--- src/rtl/spi_master_gen.sv ---
// spi_master_gen - parametrised SPI master (WIDTH-bit words, all four modes,
// programmable SCLK divider, MSB/LSB-first, NUM_SS chip selects with hold).
//
// Ports:
//   clk, rst_n      system clock (rising edge), asynchronous active-low reset
//   start, ready    transfer request, accepted only while ready=1
//   hold_ss, ss_sel keep select low after the word / which select to drive
//   cpol, cpha      SPI mode
//   lsb_first       bit order
//   div             SCLK half-period = div+1 clk cycles
//   tx_word         word to send (latched on accept)
//   done            one-cycle pulse at word completion
//   rx_word         received word, updated with done
//   n_ss            active-low chip selects
//   sclk, mosi      SPI clock and data out
//   miso            SPI data in
//
// Timeline after the accept edge T0 (H = div+1): SCLK edge k (1..2*WIDTH) is
// registered on edge T0+k*H and done on edge T0+(2*WIDTH+1)*H. SETUP covers
// the half-period ending with edge 1, SHIFT runs up to the last edge, HOLD is
// the final half-period before returning to IDLE.
module spi_master_gen #(
    parameter int WIDTH  = 8,
    parameter int NUM_SS = 1,
    parameter int DIV_W  = 8,
    parameter int SS_W   = (NUM_SS > 1) ? $clog2(NUM_SS) : 1
) (
    input  logic              clk,
    input  logic              rst_n,
    input  logic              start,
    input  logic              hold_ss,
    input  logic [SS_W-1:0]   ss_sel,
    input  logic              cpol,
    input  logic              cpha,
    input  logic              lsb_first,
    input  logic [DIV_W-1:0]  div,
    input  logic [WIDTH-1:0]  tx_word,
    output logic              ready,
    output logic              done,
    output logic [WIDTH-1:0]  rx_word,
    output logic [NUM_SS-1:0] n_ss,
    output logic              sclk,
    output logic              mosi,
    input  logic              miso
);

    localparam int EW = $clog2(2 * WIDTH + 1);
    localparam logic [EW-1:0] LAST_EDGE = EW'(2 * WIDTH);

    typedef enum logic [1:0] {IDLE, SETUP, SHIFT, HOLD} state_t;

    state_t            state_reg;
    logic [DIV_W-1:0]  cnt_reg;
    logic [DIV_W-1:0]  div_reg;
    logic [EW-1:0]     edge_cnt_reg;   // SCLK edges already produced
    logic [WIDTH-1:0]  tx_reg;
    logic [WIDTH-1:0]  rx_sh_reg;
    logic              hold_reg;
    logic              cpha_reg;
    logic              lsb_reg;

    logic [NUM_SS-1:0] ss_dec;
    logic [EW-1:0]     edge_num;
    logic              half_end;
    logic              samp_edge;
    logic              drive_edge;
    logic              next_bit;

    // Active-low one-hot decode; an out-of-range ss_sel selects nothing.
    generate
        for (genvar gi = 0; gi < NUM_SS; gi++) begin : g_ss_dec
            assign ss_dec[gi] = (ss_sel != SS_W'(gi));
        end
    endgenerate

    // Bit number idx of a word in transmission order.
    function automatic logic pick_bit(input logic [WIDTH-1:0] w,
                                      input logic lsb,
                                      input logic [EW-1:0] idx);
        logic b;
        b = 1'b0;
        for (int i = 0; i < WIDTH; i++) begin
            if (idx == EW'(i)) begin
                b = lsb ? w[i] : w[WIDTH-1-i];
            end
        end
        return b;
    endfunction

    assign edge_num  = edge_cnt_reg + EW'(1);
    assign half_end  = (cnt_reg == '0);
    // Odd edges are leading. cpha=0 samples on leading, cpha=1 on trailing.
    assign samp_edge = edge_num[0] ^ cpha_reg;
    // The non-sampling edge drives bit edge_num/2; for cpha=0 the final
    // trailing edge has no bit left to drive.
    assign drive_edge = !samp_edge && (edge_num != LAST_EDGE);
    assign next_bit   = pick_bit(tx_reg, lsb_reg, edge_num >> 1);

    always_ff @(posedge clk or negedge rst_n) begin
        if (!rst_n) begin
            state_reg    <= IDLE;
            cnt_reg      <= '0;
            div_reg      <= '0;
            edge_cnt_reg <= '0;
            tx_reg       <= '0;
            rx_sh_reg    <= '0;
            hold_reg     <= 1'b0;
            cpha_reg     <= 1'b0;
            lsb_reg      <= 1'b0;
            ready        <= 1'b1;
            done         <= 1'b0;
            rx_word      <= '0;
            n_ss         <= '1;
            sclk         <= 1'b0;
            mosi         <= 1'b0;
        end else begin
            done <= 1'b0;
            case (state_reg)
                IDLE: begin
                    if (start) begin
                        div_reg      <= div;
                        cnt_reg      <= div;
                        cpha_reg     <= cpha;
                        lsb_reg      <= lsb_first;
                        hold_reg     <= hold_ss;
                        tx_reg       <= tx_word;
                        edge_cnt_reg <= '0;
                        // Replaces any held select in one step.
                        n_ss         <= ss_dec;
                        sclk         <= cpol;
                        mosi         <= pick_bit(tx_word, lsb_first, '0);
                        ready        <= 1'b0;
                        state_reg    <= SETUP;
                    end
                end
                default: begin
                    if (!half_end) begin
                        cnt_reg <= cnt_reg - DIV_W'(1);
                    end else begin
                        cnt_reg <= div_reg;
                        if (state_reg == HOLD) begin
                            state_reg <= IDLE;
                            rx_word   <= rx_sh_reg;
                            done      <= 1'b1;
                            ready     <= 1'b1;
                            if (!hold_reg) begin
                                n_ss <= '1;
                            end
                        end else begin
                            sclk         <= ~sclk;
                            edge_cnt_reg <= edge_num;
                            if (samp_edge) begin
                                // Fill in transmission order.
                                rx_sh_reg <= lsb_reg ? {miso, rx_sh_reg[WIDTH-1:1]}
                                                     : {rx_sh_reg[WIDTH-2:0], miso};
                            end
                            if (drive_edge) begin
                                mosi <= next_bit;
                            end
                            state_reg <= (edge_num == LAST_EDGE) ? HOLD : SHIFT;
                        end
                    end
                end
            endcase
        end
    end

endmodule

--- config.mk ---
export PLATFORM = sky130hd
export DESIGN_NAME = spi_master_gen
export DESIGN_NICKNAME = d
export VERILOG_FILES = /design/src/rtl/spi_master_gen.sv
export SDC_FILE = /design/constraint.sdc
export NUM_CORES = 1
export LEC_CHECK = 0
export CAP_MARGIN = 25
export CORE_UTILIZATION = 45
export DETAILED_ROUTE_END_ITERATION = 10
export GPL_TIMING_DRIVEN = 0
export MAX_ROUTING_LAYER = met4
export PLACE_DENSITY = 0.7
export SETUP_SLACK_MARGIN = 0.2
export SLEW_MARGIN = 5
export SYNTH_ARGS = -nofsm -noshare
export SYNTH_HDL_FRONTEND = slang
export SYNTH_SLANG_ARGS = --single-unit
--- constraint.sdc ---
create_clock -name clk -period 3 [get_ports clk]
set_input_delay 0.6 -clock clk [delete_from_list [all_inputs] [get_ports clk]]
set_output_delay 0.6 -clock clk [all_outputs]
set_load 0.01 [all_outputs]
==> results by group <==
Clocking
  – Cts hold-fix bufs: 0
  – H-Tree Depth: 2
  – CTS tree: done
  – CTS max path bufs: 2
  – Clock network latency to the later pin of the worst-skew pair: between 0.3 and 0.4 ns
  – Sink Count: 55
  – TritonCTS buffer count: 5
  – Reg clk slew, reported paths: 0.11 ns
  – Post-CTS setup buffers: 0
  – Cts repair resizes: 0
  – CTS Root Buffer Type: clkbuf_8

Setup path
  – Slowest CP cell: or4_1
  – Crit-path max FO: 10
  – Critical path required time: approximately 3.2 ns
  – Worst setup EP type: flop
  – Top delay family on crit path: simple AND/OR/NAND/NOR gates
  – Arrival @ worst endpoint: ~2.6 ns
  – Kind of critical path: reg2reg
  – CP peak stage delay: 0.51 ns
  – CP bufs+invs: 2
  – Startpoint types: flop
  – Critical Path, Cell by Cell: or4_1 -> buf_2 -> or4_4 -> buf_6 -> nor2_8 -> mux2_2

Yosys
  – Number of synthesized flops with an enable pin: 0
  – Ys Warns: 0
  – Syn nets: 286
  – Number of distinct library cells after synthesis: 45
  – Cells after Synth: 256
  – FF+latch count, synth: 55
  – Sequential area share after synthesis: approximately 49%
  – Async S/R FF share, synth: 100.0%
  – Post-synth top flop: dfrtp_1
  – Avg Inst Size Synth: 10.93 µm²
  – Synth Cell Area: between 0.002 and 0.003 mm²

Global route
  – First-pass GRT wire length: 9.749 mm
  – Global route overflow: 0
  – Vias in the first global route: ~2100
  – Global-route track usage on met1: about a quarter
  – Gr usage total: roughly a fifth
  – GR Util met2: 31.85%
  – Initial antenna violation count: 0
  – Grt met3 use: around 5%
  – Most Used Layer, Global Route: met2
  – Largest net degree at the start of global routing: 33

Placement
  – # placed instances: between 300 and 400
  – IO Port Bufs: 37
  – Hpwl dp: around 4.2 mm
  – GP Congestion: ~0.77
  – Pre-CTS setup slack: 0.5623 ns
  – Placed Area: about 0.0033 mm²

Final layout
  – Area Overhead vs Synth: 21.28%
  – # diodes: 0
  – Fin nets: between 300 and 400
  – Cell area after layout: 0.003395 mm²
  – Non-filler cells, final: about 380
  – Ratio of cells with drive above 1 in the final layout: 17.22%

Power and ir drop
  – Int Pwr: between 0.001 and 0.0015 W
  – Reg power frac: 56.4%
  – Clock power frac: between 30% and 40%
  – Pwr Density: just under 400 mW/mm²
  – Power, Total: approximately 0.0013 W
  – Switch share: between 20% and 30%
  – Peak supply drop: about 0.2 mV
  – Comb power frac: 4.6%
  – Sw power: around 0.00028 W
  – Leakage: ~1.5 nW

STA
  – Fmax: 412.2 MHz
  – Max-slew violations: 0
  – Fin crit share: between 80% and 90%
  – Finish-stage setup viols: 0
  – Slew @ Worst Pin: 0.6959 ns
  – Hold Vio Cnt, Final: 0
  – Setup ws final: approximately 0.57 ns
  – Crit path time final: 2.426 ns
  – Max-slew headroom: between 50% and 60%
  – Unrepaired setup endpoints after global routing: false
  – Clk_skew: 0.005894 ns

Routing
  – DRT Pass-1 Iters: 4
  – Post-Route WL: slightly below 6 mm
  – Drt wl/cell: ~15 µm
  – Initial detailed-routing violation count: around 130
  – Routed vias: 2079
  – Drt drc: 0
  – Via density per instance: between 5 and 6
  – Antenna Nets Post-Route: 0

Die
  – Die area: 0.006539 mm²
  – Core Rows: 28
  – Core area: about 0.006 mm²
  – Die height: ~81 µm
  – Die width: 80.87 µm
  – Top Ports: 38
  – Initial core utilization: between 40% and 50%

Hold path
  – Class of the worst hold path: in2async

Run status
  – Status: finished, final reports clean

Flow run
  – MaxCap Viol Count: 0
## path summary, 6_finish.rpt
kind | depth (start not counted) | slack [ns] | to | from
max | 6 | 0.57 | rx_word[1]$_DFFE_PN0P_ | cnt_reg[4]$_DFFE_PN0P_
min | 1 | 0.26 | rx_word[5]$_DFFE_PN0P_ | rst_n
max reg2reg | 6 | 0.57 | rx_word[1]$_DFFE_PN0P_ | cnt_reg[4]$_DFFE_PN0P_
min reg2reg | 2 | 0.49 | div_reg[5]$_DFFE_PN0P_ | div_reg[5]$_DFFE_PN0P_
max in group asynchronous | 2 | 2.11 | n_ss$_DFFE_PN1P_ | rst_n
min in group clk | 2 | 0.49 | div_reg[5]$_DFFE_PN0P_ | div_reg[5]$_DFFE_PN0P_
## layout make-up
cell class / count / area (µm²)
inverters: 8 / 30.03
multi-input cells: 178 / 1323
well taps: 75 / 93.84
clock inverters: 3 / 47.55
fillers: 502 / 2561
plain buffers: 15 / 67.56
clock buffers: 5 / 68.82
repair buffers: 38 / 385.4
flip-flops and latches: 55 / 1379
## cell usage in the layout, fill, tap and decap left out, types with 2 or more instances in the layout
cell type and n:
a211oi_1 4, a21oi_1 20, buf_2 3, clkbuf_1 11, clkbuf_8 5, clkdlybuf4s50_1 36, dfrtp_1 53, dfstp_2 2
ha_1 5, inv_1 8, mux2_2 29, mux2i_1 19, mux4_2 2, nand2_1 15, nand3_1 4, nand4_1 2
nor2_1 24, nor2b_1 2, nor3_1 6, o211ai_1 2, o21a_1 2, o21ai_0 12, o32a_1 2, or3_1 2
xnor2_1 4, xor2_1 3
## per-stage QoR
step / hold slack (ns) / setup TNS [ns] / utilization, %
2_1_floorplan: 0.3044 / 0 / -
3_3_place_gp: 0.4690 / -20.37 / 54.79
4_1_cts: 0.2763 / 0 / 57.00
3_5_place_dp: 0.4693 / 0 / 55.04
5_1_grt: 0.2952 / 0 / 57.00
6_report: 0.2587 / 0 / 57.00
## cells by family after synthesis
family | synth area share, %
fa+ha+maj | 2.235
xor+xnor | 2.190
buf+inv | 3.487
compound gates | 10.51
flops | 49.26
simple gates | 12.25
mux | 20.07
## metal layers
layer	routed length, µm	share of wire [%]	vias to the layer above
met4	34	0.59	0
met1	2774	48	1038
met5	0	0	-
li1	-	-	1000
met3	229	4.0	5
met2	2736	47	36
## cells in the mapped netlist (2+ instances only)
library cell   n  area share (%)
ha_1           5             2.2
mux4_2         2             1.6
inv_1          8             1.1
nand4_1        2            0.45
a21oi_1       20             3.6
mux2_2        29              12
buf_2          2            0.36
xor2_1         3            0.94
o21ai_0       12             2.1
nor2_1        24             3.2
o211ai_1       2            0.54
dfstp_2        2             1.9
mux2i_1       19             6.8
nor3_1         6             1.1
nor2b_1        2            0.45
nand2_1       15             2.0
xnor2_1        4             1.3
dfrtp_1       53              47
or3_1          2            0.45
a211oi_1       4             1.1
o32a_1         2            0.72
clkbuf_1      11             1.5
nand3_1        4            0.72
o21a_1         2            0.54
## power groups by stage
stage	clock network, W	logic [W]	registers (W)
after floorplan	0	0.00000850	0.000756
after global placement	0	0.0000589	0.000756
after detailed placement	0	0.0000618	0.000755
after CTS	0.000526	0.0000620	0.000741
after global routing	0.000554	0.0000664	0.000741
final	0.000512	0.0000601	0.000741
No activity file was read; power rests on OpenSTA's default activity.
